--- config.mk ---
export PLATFORM = sky130hd
export DESIGN_NAME = fp_accum_ctrl
export DESIGN_NICKNAME = d
export VERILOG_FILES = /design/src/rtl/fp_acc_pkg.sv /design/src/rtl/fp_accum_ctrl.sv
export SDC_FILE = /design/constraint.sdc
export NUM_CORES = 1
export LEC_CHECK = 0
export ABC_AREA = 1
export ABC_CLOCK_PERIOD_IN_PS = 4300
export CELL_PAD_IN_SITES_DETAIL_PLACEMENT = 1
export CELL_PAD_IN_SITES_GLOBAL_PLACEMENT = 2
export CORE_MARGIN = 3
export CORE_UTILIZATION = 24
export DETAILED_ROUTE_END_ITERATION = 8
export GPL_TIMING_DRIVEN = 0
export PLACE_DENSITY = 0.86
export SYNTH_ARGS = -nofsm -noshare
export SYNTH_HDL_FRONTEND = slang
export SYNTH_SLANG_ARGS = --single-unit
--- constraint.sdc ---
create_clock -name clk -period 4.3 [get_ports clk]
set_clock_uncertainty 0.2 [all_clocks]
set_input_delay 0.86 -clock clk [delete_from_list [all_inputs] [get_ports clk]]
set_output_delay 0.86 -clock clk [all_outputs]
set_load 0.02 [all_outputs]
--- src/rtl/fp_acc_pkg.sv ---
// Shared types and constants for the floating-point frame accumulator controller.
package fp_acc_pkg;

    typedef enum logic [1:0] {
        S_IDLE  = 2'd0,
        S_ACCUM = 2'd1,
        S_ADD   = 2'd2,
        S_DONE  = 2'd3
    } state_t;

    localparam int FP_W     = 32;
    localparam int SIGN_BIT = 31;
    localparam int CNT_W    = 16;

    // Bit positions inside the sticky flag vector {exception, overflow, underflow}
    localparam int FLG_EXC = 2;
    localparam int FLG_OVF = 1;
    localparam int FLG_UNF = 0;

endpackage

--- src/rtl/fp_accum_ctrl.sv ---
// Sequences a frame of single-precision elements through an external adder,
// keeping the running sum, element count and sticky adder flags per frame.
module fp_accum_ctrl
    import fp_acc_pkg::*;
(
    input  logic             clk,
    input  logic             rst,
    input  logic             in_valid,
    output logic             in_ready,
    input  logic [FP_W-1:0]  in_data,
    input  logic             in_sub,
    input  logic             in_last,
    output logic [FP_W-1:0]  add_a,
    output logic [FP_W-1:0]  add_b,
    input  logic [FP_W-1:0]  add_res,
    input  logic             add_underflow,
    input  logic             add_overflow,
    input  logic             add_exception,
    output logic             out_valid,
    input  logic             out_ready,
    output logic [FP_W-1:0]  out_sum,
    output logic [CNT_W-1:0] out_count,
    output logic [2:0]       out_flags,
    output state_t           dbg_state
);

    // Handshakes: an element moves when in_valid & in_ready on a rising edge;
    // a result moves when out_valid & out_ready. Neither side may retract
    // valid before the transfer, and ready never depends on the peer's valid.

    state_t            state;
    state_t            state_nxt;
    logic [FP_W-1:0]   acc;
    logic [FP_W-1:0]   opb;
    logic [FP_W-1:0]   operand;
    logic [CNT_W-1:0]  count;
    logic [2:0]        flags;
    logic [2:0]        add_flags;
    logic              last_q;
    logic              accept;

    assign operand = {in_data[SIGN_BIT] ^ in_sub, in_data[SIGN_BIT-1:0]};
    assign accept  = in_valid & in_ready;

    always_comb begin
        add_flags          = '0;
        add_flags[FLG_EXC] = add_exception;
        add_flags[FLG_OVF] = add_overflow;
        add_flags[FLG_UNF] = add_underflow;
    end

    always_ff @(posedge clk or posedge rst) begin
        if (rst) state <= S_IDLE;
        else     state <= state_nxt;
    end

    always_comb begin
        state_nxt = state;
        case (state)
            S_IDLE:  if (accept) state_nxt = in_last ? S_DONE : S_ACCUM;
            S_ACCUM: if (accept) state_nxt = S_ADD;
            S_ADD:   state_nxt = last_q ? S_DONE : S_ACCUM;
            S_DONE:  if (out_ready) state_nxt = S_IDLE;
            default: state_nxt = S_IDLE;
        endcase
    end

    always_comb begin
        in_ready  = !rst && ((state == S_IDLE) || (state == S_ACCUM));
        out_valid = (state == S_DONE);
        dbg_state = state;
    end

    // The first element bypasses the adder because it mishandles a zero operand.
    always_ff @(posedge clk or posedge rst) begin
        if (rst) begin
            acc    <= '0;
            opb    <= '0;
            count  <= '0;
            flags  <= '0;
            last_q <= 1'b0;
        end else begin
            case (state)
                S_IDLE: if (accept) begin
                    acc   <= operand;
                    count <= {{(CNT_W-1){1'b0}}, 1'b1};
                    flags <= '0;
                end
                S_ACCUM: if (accept) begin
                    opb    <= operand;
                    count  <= (count == {CNT_W{1'b1}}) ? count : count + 1'b1;
                    last_q <= in_last;
                end
                S_ADD: begin
                    acc   <= add_res;
                    flags <= flags | add_flags;
                end
                default: ;
            endcase
        end
    end

    assign add_a     = acc;
    assign add_b     = opb;
    assign out_sum   = acc;
    assign out_count = count;
    assign out_flags = flags;

endmodule

Word-level counts from Yosys, hierarchy flattened:

Cells that the tools add are included.

* word-level logic and storage cells: 42
* flip-flop bits (word level): 86
* input bits: 73

* bitwise operators: 3
* multiplexer cells: 14
* add/subtract/negate cells: 1
* equal/unequal tests: 8
* reductions and logical operators: 10

Operator list (count)
* one-hot mux 32 bit (2 select lines): 1
* 2-to-1 mux 16 bit: 3
* 2-to-1 mux 32 bit: 1
* one-hot mux 16 bit (2 select lines): 1
* adder 16 x 1 -> 16 bit, second input constant: 1
* equality test 16 bit, second input constant: 1
* 2-to-1 mux 2 bit: 5
* one-hot mux 2 bit (4 select lines): 1
* != test 2 bit, second input constant: 3
* one-hot mux 3 bit (2 select lines): 1
* equality test 2 bit, second input constant: 2
* AND reduction 2 bit: 2
* AND reduction 4 bit: 1
* nonzero test 2 bit: 2
* 2-to-1 mux 3 bit: 1
* OR 3 bit: 1
* AND reduction 3 bit: 1
* equality test 2 x 1 -> 1 bit, second input constant: 1
* zero test 2 bit: 1
* != test 2 x 1 -> 1 bit, second input constant: 1
* AND 1 bit: 1
* logical AND 1 bit: 1
* zero test 1 bit: 1
* logical OR 1 bit: 1
* bitwise XOR 1 bit: 1

Longest topological paths before layout:

Gate-level depths: netlist of run 1.

* depth in word-level cells: 6
* gate-level depth with buffers: 10
* mapped depth without buffers: 10

Worst setup path after synthesis of run 1:

OpenSTA, ideal clock, no wires.

* path type: in2reg
* from: input port rst
* to: register acc[26] (netlist: add_a[26])
* library setup time: 0.127 ns
* required time: 3.973 ns
* slack: 1.234 ns
* cell stages on the path: 9
* arrival time: 2.739 ns
* path buffers: 1
* path through: inv_2 nand2_2 inv_1 nor2_1 nor2_4 inv_1 buf_2 nand2_1 o21ai_0

* word-level cells in the longest chain between the ends: 5

RTL lines
* start: declaration: RTL line fp_accum_ctrl.sv:7 `input logic rst,`
* zero test 1 bit (no line)
* logical AND 1 bit: RTL line fp_accum_ctrl.sv:69 `in_ready = !rst && ((state == S_IDLE) || (state == S_ACCUM));`
* AND 1 bit: RTL line fp_accum_ctrl.sv:43 `assign accept = in_valid & in_ready;`
* != test 2 bit (no line)
* AND reduction 2 bit (no line)
* end signal: assignment: RTL line fp_accum_ctrl.sv:85 `acc <= operand;`
* end signal: assignment: RTL line fp_accum_ctrl.sv:95 `acc <= add_res;`
* end: declaration: RTL line fp_accum_ctrl.sv:33 `logic [FP_W-1:0] acc;`

Every way passes these cells.
A chain may end at the register's enable or synchronous reset.

Worst setup path after layout of run 1:

* from: input port rst
* to: register acc[31] (netlist: add_a[31])

Same word-level chain as after synthesis.

==> run summary, run 1 <==
Post-Synth Adder-Cell Area = 0.297%
DP Worst Slack = 0.738 ns
crit path launch = rst
GPL Wtd Cong = 0.821
clk slew on worst S/H paths = 0.06 ns
via count = 4227
Crit path required time = 4.35 ns
Syn. warnings = 0
Yosys cell types = 27
# setup viols final = 0
Slew Limit Headroom = 61.9%
TritonCTS buffer count = 9
Area growth, synth to finish = 60.2%
H-tree depth = 3
IO Pins = 192
Mean Syn Cell Area = 8.15 um^2
ANT nets after route = 0
clock sink total = 86
outcome = finished clean
Post-CTS Setup Bufs = 0
dpl cell area = 6430 um^2
overall power = 5.07 mW
Die Area = 19200 um^2
wire per inst = 16.6 um
reg2reg setup slack = 2.32 ns
Worst Reg-to-Reg Cells = 9
part of the Yosys area used for sequential elements = 51.1%
post-synthesis cell count = 517
number of global-route vias before repair = 4599
Total GRT Usage = 16.3%
final core occ = 40.0%
First-pass DRT Iterations = 4
VDD IR max = 0.000267 V
RSZ-0062 raised after global routing = false
filler cell count = 1990
Final Hold Fails = 0
Synth Area in Compound Gates = 8.43%
Routed WL = 15.6 mm
FP Rows = 47
XOR/XNOR Fraction of Synth Area = 2.08%
Worst setup SP type = input port
Slew Limit Fails = 0
clock buffer depth = 2
largest family of logic cells by synthesized area = simple AND/OR/NAND/NOR gates
largest net degree at the start of global routing = 48
Tcrit/Tclk final = 72.4%
Crit Path Class = input port to flop
worst-skew pair later-pin latency = 0.34 ns
die height = 138 um
Fmax = 321 MHz
post-route design area = 6750 um^2
Yosys reg bits = 86
placed wire-length estimate = 12.0 mm
Starting Density = 25.0%
first-pass GRT wire length = 25.1 mm
Crit path arrival time = 3.16 ns
cts hold-fix bufs = 0
antenna violations before repair = 0
setup TNS = 0 ns
Worst-Margin Slew = 0.572 ns
end of the worst register-to-register path = out_count[2]
layout cell share with drive strength beyond 1 = 10.9%
Post-Synthesis Net Count = 591
Hold Startpoint = add_b[31]
nets@finish = 794
CP max FO = 47
Vias/cell = 4.47
Mapped Area = 4210 um^2
number of port buffers = 191
min Tclk post-route = 3.11 ns
core box area = 16900 um^2
CTS tree = built
post-cts sizing count = 0
simple-gate share of the synthesized area = 26.7%
post-route setup slack = 1.19 ns
total grt overflow = 0
CTS Root Cell = clkbuf_16
die width = 138 um
initial DRC count = 109
post-synthesis mux area share = 0%
# DRC = 0
Lkg Pwr = 3.00 nW
antenna cells = 0
crit path capture = add_a[31]
max_cap viols = 0
Power per Cell Area = 752 nW/um^2
hold crit path type = flop to flop
CP endpoint kind = flop
origin of the critical flop-to-flop path = out_count[0]
cell families after synthesis:
logic type,count (synthesis)
simple gates,274
flops,86
buf+inv,84
compound gates,62
xor+xnor,10
fa+ha+maj,1
synthesized netlist by cell type (all sizes together):
cell type	count	area, um^2
a31oi	27	169
buf	50	352
clkbuf	7	26.3
dfrtp	86	2150
ha	1	12.5
inv	27	101
nand2	181	689
nand3	36	185
nand4	3	18.8
nor2	52	220
o211ai	1	7.51
o21ai	33	173
o22ai	1	6.26
or2	2	12.5
xnor2	4	35.0
xor2	6	52.6
how the worst min path moves through the flow:
stage | to | depth (start not counted)
2_1_floorplan | last_q | 2
3_3_place_gp | add_b[18] | 2
3_5_place_dp | add_b[16] | 2
4_1_cts | add_b[16] | 2
5_1_grt | add_b[14] | 2
6_report | add_b[31] | 2
power by group:
part	internal, mW	switching (mW)	leakage [nW]
Clock	0.527	0.331	0.150
Sequential	1.15	0.266	1.05
Combinational	1.32	1.48	1.80
critical path, cell delays in order:
cell	delay, ns
clkdlybuf4s50_1	0.46
inv_4	0.44
buf_16	0.31
nand2_2	0.13
inv_1	0.11
nor2_1	0.07
nor2_4	0.24
buf_2	0.29
nor2_1	0.07
a31oi_1	0.17
cell usage in the layout (no fill, tap or decap), types with 2 or more instances in the layout:
cell and count:
inv_1 23, buf_4 34, dfrtp_1 86, nand3_1 35, bufinv_16 2, o21ai_2 2
o21ai_1 6, nor2_1 48, xnor2_1 4, nand4_1 3, buf_2 14, clkbuf_1 10
nor2_4 3, or2_2 2, a31oi_1 27, inv_2 3, o21ai_0 25, xor2_1 6
clkdlybuf4s50_1 191, clkbuf_16 9, nand2_1 179
state kept, by name, indices dropped and copies added (netlist names):
| register | flops |
|---|---|
| add_a | 32 |
| add_b | 32 |
| out_count | 16 |
| out_flags | 3 |
| dbg_state | 2 |
| last_q | 1 |
final cells by class:
type | count | area [um^2] | area share [%]
flip-flops and latches | 86 | 2150 | 31.9
multi-input cells | 347 | 1580 | 23.4
plain buffers | 57 | 378 | 5.60
well taps | 220 | 275 | 4.08
clock buffers | 13 | 250 | 3.71
clock inverters | 3 | 67.6 | 1.00
inverters | 27 | 104 | 1.54
repair buffers | 192 | 1940 | 28.7
per-stage QoR:
step	hold slack (ns)	cells
finish	0.275	945
global route	0.297	945
CTS	0.278	945
detailed placement	0.262	929
global placement	0.255	928
floorplan	0.305	517
routing by layer:
| metal | vias to the layer above | track usage [%] | wire [um] | share of wire (%) |
|---|---|---|---|---|
| met4 | 0 | 5.10 | 223 | 1.4 |
| li1 | 2024 | - | - | - |
| met5 | - | 0 | 0 | 0 |
| met2 | 127 | 28.6 | 7850 | 50 |
| met1 | 2060 | 20.2 | 6910 | 44 |
| met3 | 16 | 3.00 | 664 | 4.2 |
Note: power is estimated with default switching activity, not from simulation.
==> inputs of run 2 (changes only) <==
- ABC_CLOCK_PERIOD_IN_PS: 4300 -> 2800
- CORE_UTILIZATION: 24 -> 20
- PLACE_DENSITY: 0.86 -> 0.76
- clock period: 4.3 -> 2.8 ns (I/O delays scaled with it)
==> run summary, run 2 (synthesis results as in run 1) <==
clock buffer depth = 2 (unchanged)
CTS Root Cell = clkbuf_16
nets@finish = 795 (+0.13%)
die height = 151 um (+9.1%)
H-tree depth = 3 (unchanged)
Total GRT Usage = 14.4% (-1.9 points)
max_cap viols = 0 (unchanged)
Area growth, synth to finish = 61.9%
placed instance count = 979 (+5.4%)
clock sink total = 86 (unchanged)
IO Pins = 192 (unchanged)
RSZ-0062 raised after global routing = true
antenna violations before repair = 1 (+1)
VDD IR max = 0.000311 V (+16%)
GPL Wtd Cong = 0.774 (-5.7%)
Worst path top cell family by delay = buffers and inverters
ANT nets after route = 0 (unchanged)
Crit path required time = 2.04 ns (-2.31 ns)
critical path's slowest cell = clkdlybuf4s50_1
TritonCTS buffer count = 9 (unchanged)
initial DRC count = 111 (+1.8%)
antenna cells = 0 (unchanged)
first-pass GRT wire length = 25.0 mm (-0.74%)
Die Area = 22800 um^2 (+19%)
wire per inst = 16.3 um (-1.8%)
Post-CTS Setup Bufs = 0 (unchanged)
worst-skew pair later-pin latency = 0.34 ns (about the same)
Final Hold Fails = 0 (unchanged)
Slew Limit Headroom = 61.0% (-0.85 points)
commonest non-fill, non-tap cells in the layout = clkdlybuf4s50_1, nand2_1, dfrtp_1
crit path launch = dbg_state[1]
CP Buf/Inv Count = 3 (-2)
Post-Layout Cell Count = 995 (+5.3%)
CP endpoint kind = output port
largest net degree at the start of global routing = 32 (-33%)
Crit path arrival time = 1.93 ns (-1.23 ns)
Fmax = 371 MHz
clk slew on worst S/H paths = 0.07 ns (about the same)
CP max FO = 10 (-79%)
Power per Cell Area = 1130 nW/um^2 (+50%)
number of global-route vias before repair = 4318 (-6.1%)
die width = 151 um (+9.1%)
core box area = 20500 um^2 (+21%)
FP Rows = 52 (+11%)
Vias/cell = 4.14 (-7.5%)
number of port buffers = 191 (unchanged)
First-pass DRT Iterations = 4 (unchanged)
most common cell after layout, fill and taps aside = clkdlybuf4s50_1
cts hold-fix bufs = 0 (unchanged)
Tcrit/Tclk final = 96.2%
total grt overflow = 0 (unchanged)
# setup viols final = 0 (unchanged)
placed wire-length estimate = 12.1 mm (+0.94%)
Routed WL = 16.2 mm (+3.4%)
delay of the slowest critical-path stage = 0.62 ns (+0.16 ns)
setup TNS = 0 ns (unchanged)
Crit Path Class = flop to output port
Starting Density = 20.6% (-4.4 points)
Hold Startpoint = add_b[14]
outcome = finished clean
Slew Limit Fails = 0 (unchanged)
Lkg Pwr = 3.01 nW (+0.49%)
layout cell share with drive strength beyond 1 = 11.7% (+0.83 points)
via count = 4117 (-2.6%)
# DRC = 0 (unchanged)
final hold slack = 0.269 ns (-0.00615 ns)
Worst setup SP type = flop
crit-path cells = buf_2 -> clkbuf_2 -> nor2_1 -> clkdlybuf4s50_1
origin of the critical flop-to-flop path = out_count[0]
min Tclk post-route = 2.69 ns
CTS tree = built
hold crit path type = flop to flop
Worst-Margin Slew = 0.585 ns (+0.0128 ns)
-- run 2: cell count changes in the layout (fill, tap and decap cells not counted), sizes merged --
cell	before	now
clkbuf	20	16
clkinv	0	4
bufbuf	0	1
bufinv	2	1
inv	27	26
clkinvlp	1	2
-- run 2: final timing paths --
| check | depth (start not counted) | to | slack [ns] |
|---|---|---|---|
| worst max-delay path | 4 | in_ready | 0.11 |
| worst min-delay path | 2 | add_b[14] | 0.27 |
| worst max register to register | 10 | out_count[12] | 0.85 |
| worst min register to register | 2 | add_b[14] | 0.27 |
| max in group asynchronous | 3 | add_a[23] | 1.42 |
| min in group asynchronous | 2 | add_b[0] | 0.36 |
-- run 2: worst min-delay path, delay by kind of cell (launching register included) --
| kind | cells | cell delay, ns |
|---|---|---|
| AND/OR/NAND/NOR | 2 | 0.09 |
| flip-flops | 1 | 0.34 |
-- run 2: metrics by stage --
step | setup WS [ns] | power (mW) | util [%] | area [um^2]
finish | 0.106 | 7.69 | 33.3 | 6820
global route | -0.00424 | 8.25 | 33.3 | 6820
CTS | 0.0656 | 7.85 | 33.3 | 6820
detailed placement | -0.443 | 6.58 | 31.7 | 6490
global placement | -1.41 | 6.52 | 31.5 | 6460
floorplan | 0.0339 | 4.42 | - | 4210
-- run 2: layout make-up --
| cell class | instances | area [um^2] |
|---|---|---|
| buffer | 57 | 382 |
| clock buffer | 9 | 225 |
| clock inverter | 6 | 63.8 |
| fill | 2436 | 13700 |
| inverter | 27 | 106 |
| multi-input combinational | 347 | 1580 |
| sequential | 86 | 2150 |
| tap | 270 | 338 |
| timing repair buffer | 193 | 1970 |
-- run 2: power by group --
group          total [mW]  switching [mW]  internal (mW)
sequential           2.16           0.399           1.76
combinational        4.31            2.28           2.04
clock                1.22           0.530          0.686
total                7.69            3.20           4.48
-- run 2: repair_timing --
action	CTS	global route
cloned	1	0
setup endpoints to repair	31	6
gates resized for setup	2	5
-- run 2: layer usage --
metal	global-route usage, %	up-vias	wire length [um]
met2	24.2	119	7870
met3	3.77	15	982
met5	0	-	13
met4	3.67	2	208
li1	-	2027	-
met1	18.4	1954	7110
==> patch 1, RTL diff (flow settings as in run 2) <==
Reset style: synchronous (`rst`), changed in 2 clocked blocks.
--- a/src/rtl/fp_accum_ctrl.sv
+++ b/src/rtl/fp_accum_ctrl.sv
@@ -49,7 +49,7 @@
         add_flags[FLG_UNF] = add_underflow;
     end
 
-    always_ff @(posedge clk or posedge rst) begin
+    always_ff @(posedge clk) begin
         if (rst) state <= S_IDLE;
         else     state <= state_nxt;
     end
@@ -72,7 +72,7 @@
     end
 
     // The first element bypasses the adder because it mishandles a zero operand.
-    always_ff @(posedge clk or posedge rst) begin
+    always_ff @(posedge clk) begin
         if (rst) begin
             acc    <= '0;
             opb    <= '0;
Function: differs if rst is asserted again (counterexample within 4 cycles, from zero or initial values and one cycle with rst high); with rst held inactive, the same outputs for 10 cycles.
==> patch 1 against run 2 <==
Wire length up 6.1%. Setup slack better by 0.11 ns. Area after synthesis down 4.0%. Critical path type unchanged. Sequential share of layout area down 5.5 points. Sequential cell count unchanged. Core utilization up 0.33 points. Design area down 3.1%. Global-route usage up 0.76 points.
Power is not compared: it rests on default switching activity, and its combinational part moved more than twofold at a synthesized area within 25%.
==> patch 1: results (changes against run 2) <==
- Area after DPL: 6277 um^2 (was 6492 um^2)
- Post-synthesis sequential area ratio: 0.4257 (was 0.5108)
- Largest net degree at the start of global routing: 17 (was 32)
- Final HPWL DP: 13.31 mm (was 12.15 mm)
- Syn_nets: 632 (was 591)
- Clock transition at path regs: 0.07 ns (about the same)
- CTS H-Tree Depth: 3 (unchanged)
- Area delta synth->final: 63.37% (was 61.89%)
- Slew @ Worst Pin: 0.6113 ns (was 0.5847 ns)
- Post-synth ARST share: 0 (was 1.000)
- Clk Latency, worst-skew pair: 0.34 ns (about the same)
- Antenna viol nets, final: 0 (unchanged)
- Peak VDD IR: 0.0002999 V
- CTS root buffer: clkbuf_16 (unchanged)
- Netlist cell types: 30 (was 27)
- Critical path arrival: 1.82 ns (was 1.93 ns)
- Area contributors post-synth: dfxtp_1 (43%), nand2_1 (14%), o21ai_0 (8.8%) (was dfrtp_1 (51%), nand2_1 (16%), buf_4 (6.1%))
- Port Buf Inserts: 190 (was 191)
- Initial antenna violation count: 0 (was 1)
- Vias in the first global route: 4697 (was 4318)
- Most frequent cells after synthesis: nand2_1 (149), dfxtp_1 (86), o21ai_0 (71), nand3_1 (51), buf_4 (37) (was nand2_1 (179), dfrtp_1 (86), nor2_1 (48), nand3_1 (35), buf_4 (34))
- Vias per Instance: 4.369 (was 4.138)
- Hold crit path type: in2reg (was reg2reg)
- Crit path max-delay cell type: clkdlybuf4s50_1 (unchanged)
- # fillers: 2401 (was 2436)
- Layout cell share with drive strength beyond 1: 0.1126 (was 0.1172)
- Overall Global Routing Usage: 0.1515 (was 0.1439)
- First-pass GRT wire length: 26.30 mm (was 24.96 mm)
- Post-place setup slack: 0.2472 ns (was -0.4428 ns)
- Nets@finish: 833 (was 795)
- Starting DRT DRC Count: 159 (was 111)
- Yosys warning count: 0 (unchanged)
- Crit-path max cell delay: 0.66 ns (was 0.62 ns)
- Reported leakage power: between 0.002 and 0.003 uW
- Worst Path Max Fanout: 10 (unchanged)
- Post-CTS Setup Bufs: 0 (unchanged)
- Remaining DRCs: 0 (unchanged)
- Avg WL per Cell: 16.69 um (was 16.27 um)
- First-pass DRT Iterations: 4 (unchanged)
- CTS max path bufs: 2 (unchanged)
- Status: finished clean (unchanged)
- Antenna Cells: 0 (unchanged)
- TritonCTS Buffers: 9 (unchanged)
- Final GP Congestion: 0.8357 (was 0.7743)
- CTS resizes: 0 (was 2)
==> patch 1: cell count changes after synthesis, sizes merged, moves of 11 or more <==
cell          run 2  this run
dfxtp             0        86
a21oi             0        11
dfrtp            86         0
nor2             52        41
nand2           181       156
nand3            36        51
o21ai            33        73
==> patch 1: critical path, delay by kind of cell (launching register included) <==
kind,cells,cell delay (ns)
buffers and inverters,2,0.87
flip-flops,1,0.37
AND/OR/NAND/NOR,1,0.24
==> patch 1: metal layers <==
metal  track usage  vias to the layer above  share of wire
met2        0.2608                      144           0.47
li1              -                     2213              -
met5             0                        -              0
met3       0.03473                       23          0.058
met1        0.1874                     2116           0.45
met4       0.04988                        0          0.021
==> patch 1: worst paths after layout <==
kind / slack, ns / end / depth (start not counted) / start
setup / recovery: 0.22 / in_ready / 3 / dbg_state[1]
hold / removal: 0.23 / out_count[6] / 2 / rst
setup reg to reg: 0.84 / out_count[1] / 11 / out_count[1]
hold reg to reg: 0.25 / out_flags[0] / 2 / out_flags[0]
==> patch 1: layout make-up <==
cell class	count	share of cell area
clock buffer	9	0.03409
tap	265	0.05019
inverter	31	0.01761
timing repair buffer	190	0.2879
multi-input combinational	378	0.2741
buffer	63	0.05985
clock inverter	7	0.01572
sequential	86	0.2606
==> patch 1: per-stage QoR <==
stage / total power (uW) / instances
final: 3557 / 1029
after detailed placement: 2241 / 1013
after CTS: 3613 / 1029
after global routing: 3731 / 1029
after global placement: 2226 / 1013
after floorplan: 1781 / 558
==> patch 1: cell families after synthesis <==
| logic type | Yosys count | synth area share |
|---|---|---|
| flip-flops | 86 | 0.4257 |
| XOR/XNOR | 5 | 0.01083 |
| AO/OA/AOI/OAI | 119 | 0.1590 |
| buffers and inverters | 94 | 0.1266 |
| adder cells (fa/ha/maj) | 1 | 0.003094 |
| AND/OR/NAND/NOR | 253 | 0.2748 |
==> patch 1: report_power, final <==
| group | internal [uW] | switching [uW] |
|---|---|---|
| combinational | 415 | 426 |
| clock | 794 | 562 |
| sequential | 1300 | 62.7 |
| total | 2510 | 1050 |
==> patch 2, RTL diff (settings of run 2) <==
Made on the original files. Change the package constant `CNT_W` from 16 to 24.
--- a/src/rtl/fp_acc_pkg.sv
+++ b/src/rtl/fp_acc_pkg.sv
@@ -10,7 +10,7 @@
 
     localparam int FP_W     = 32;
     localparam int SIGN_BIT = 31;
-    localparam int CNT_W    = 16;
+    localparam int CNT_W    = 24;
 
     // Bit positions inside the sticky flag vector {exception, overflow, underflow}
     localparam int FLG_EXC = 2;
Ports: changed (resized out_count); port bits go from 192 to 200. The function was not compared with the original's and may differ.
==> patch 2 against run 2 <==
Sequential power increased by 5%. Design area increased by 11%. Final cell count increased by 14%. Area after synthesis increased by 14%. First-iteration DRC count increased by 3.6%. Sequential share of layout area decreased by 0.47 points. Sequential cell count increased by 8. Wire length increased by 11%. Setup slack improved by 0.15 ns. Power increased by 3.1%. Fmax increased by 5.7%. Critical path type is now in2out.
==> patch 2: results (changes against run 2) <==
- Status: finished clean (unchanged)
- Final GP Congestion: 0.7354 (was 0.7743)
- Worst Path Max Fanout: 2 (was 10)
- TritonCTS Buffers: 9 (unchanged)
- Hold crit path type: reg2reg (unchanged)
- Clk Latency, worst-skew pair: 0.35 ns
- Compound-gate portion of the synthesized area: 0.07366 (was 0.08435)
- Vias in the first global route: 4981 (was 4318)
- Area contributors post-synth: dfrtp_1 (49%), nand2_1 (17%), buf_4 (5.5%) (was dfrtp_1 (51%), nand2_1 (16%), buf_4 (6.1%))
- Via total after detailed routing: 4615 (was 4117)
- Fin cells: 1132 (was 995)
- Top FF cell, synth: dfrtp_1 (unchanged)
- Post-CTS Setup Bufs: 0 (unchanged)
- CTS H-Tree Depth: 3 (unchanged)
- Number of cells in the design after placement: 1116 (was 979)
- WL final: 17.94 mm (was 16.19 mm)
- Final HPWL DP: 13.85 mm (was 12.15 mm)
- Post-synthesis sequential area ratio: 0.4893 (was 0.5108)
- Critical path arrival: 1.79 ns (was 1.93 ns)
- First-pass DRT Iterations: 4 (unchanged)
- Overall Global Routing Usage: 0.1408 (was 0.1439)
- Starting DRT DRC Count: 115 (was 111)
- CTS root buffer: clkbuf_16 (unchanged)
- Clock transition at path regs: roughly 0.080 ns
- Yosys warning count: 0 (unchanged)
- Post-synth ARST share: 1.000 (unchanged)
- Relative slew slack: 0.6546 (was 0.6102)
- Syn Inst Count: 595 (was 517)
- Xor and xnor area share after synthesis: 0.02551 (was 0.02079)
- Post-place setup slack: 0.2410 ns (was -0.4428 ns)
- Peak VDD IR: 0.0004449 V (was 0.0003110 V)
- Most frequent cells after synthesis: nand2_1 (215), dfrtp_1 (94), nand3_1 (49), nor2_1 (49), buf_4 (35) (was nand2_1 (179), dfrtp_1 (86), nor2_1 (48), nand3_1 (35), buf_4 (34))
- Largest net degree at the start of global routing: 32 (unchanged)
- First-pass GRT wire length: 28.79 mm (was 24.96 mm)
- CTS resizes: 0 (was 2)
- Antenna Cells: 0 (unchanged)
- Critical Path Sink Type: primary output (unchanged)
- Mux cell area share after synthesis: 0 (unchanged)
- Layout cell share with drive strength beyond 1: 0.1292 (was 0.1172)
- Reported leakage power: 0.003394 uW (was 0.003014 uW)
- CTS max path bufs: 2 (unchanged)
- Post-synthesis adder-cell area fraction: 0.002603 (was 0.002970)
- Netlist cell types: 24 (was 27)
- Initial antenna violation count: 0 (was 1)
- Port Buf Inserts: 199 (was 191)
- Syn_nets: 669 (was 591)
- # fillers: 2833 (was 2436)
- Nets@finish: 882 (was 795)
patch 2: cell count changes after synthesis, moves of 6 or more:
cell and delta:
dfrtp_1 +8, o21ai_0 -10, nand2_2 +6, xor2_1 +8, nand3_1 +14, nand2_1 +36
patch 2: layer usage:
metal / track usage / share of wire
met5: 0 / 0
met4: 0.03989 / 0.013
met3: 0.03514 / 0.059
met2: 0.2314 / 0.48
met1: 0.1849 / 0.45
patch 2: stage by stage:
step | instance area [um^2] | utilization
3_5_place_dp | 7262 | 0.3085
6_report | 7567 | 0.3214
4_1_cts | 7567 | 0.3214
3_3_place_gp | 7202 | 0.3059
5_1_grt | 7567 | 0.3214
2_1_floorplan | 4811 | -
patch 2: path summary, 6_finish.rpt:
check / startpoint / end / slack, ns / cells after the start
max: rst / in_ready / 0.25 / 3
min: add_b[26] / add_b[26] / 0.28 / 2
max reg2reg: dbg_state[1] / out_count[19] / 0.77 / 8
min reg2reg: add_b[26] / add_b[26] / 0.28 / 2
max in group asynchronous: rst / add_b[3] / 1.22 / 4
min in group asynchronous: rst / out_count[11] / 0.45 / 2
patch 2: area by class of cell:
cell class / count / area, um^2 / share of cell area
buffer: 58 / 385.4 / 0.05093
clock buffer: 9 / 225.2 / 0.02976
clock inverter: 7 / 80.08 / 0.01058
inverter: 31 / 120.1 / 0.01587
multi-input combinational: 412 / 1953 / 0.2581
sequential: 94 / 2352 / 0.3108
tap: 319 / 399.1 / 0.05274
timing repair buffer: 202 / 2052 / 0.2712
patch 2: report_power, final:
part           switching (uW)  internal (uW)  leakage, uW
Sequential                396           1870      0.00116
Clock                     614            709     0.000149
Combinational            2310           2020      0.00209
Total                    3320           4600      0.00339
patch 2: worst max-delay path: stages:
cell and delay [ns]:
clkdlybuf4s50_1 0.49, nor2_4 0.13, clkdlybuf4s50_1 0.61
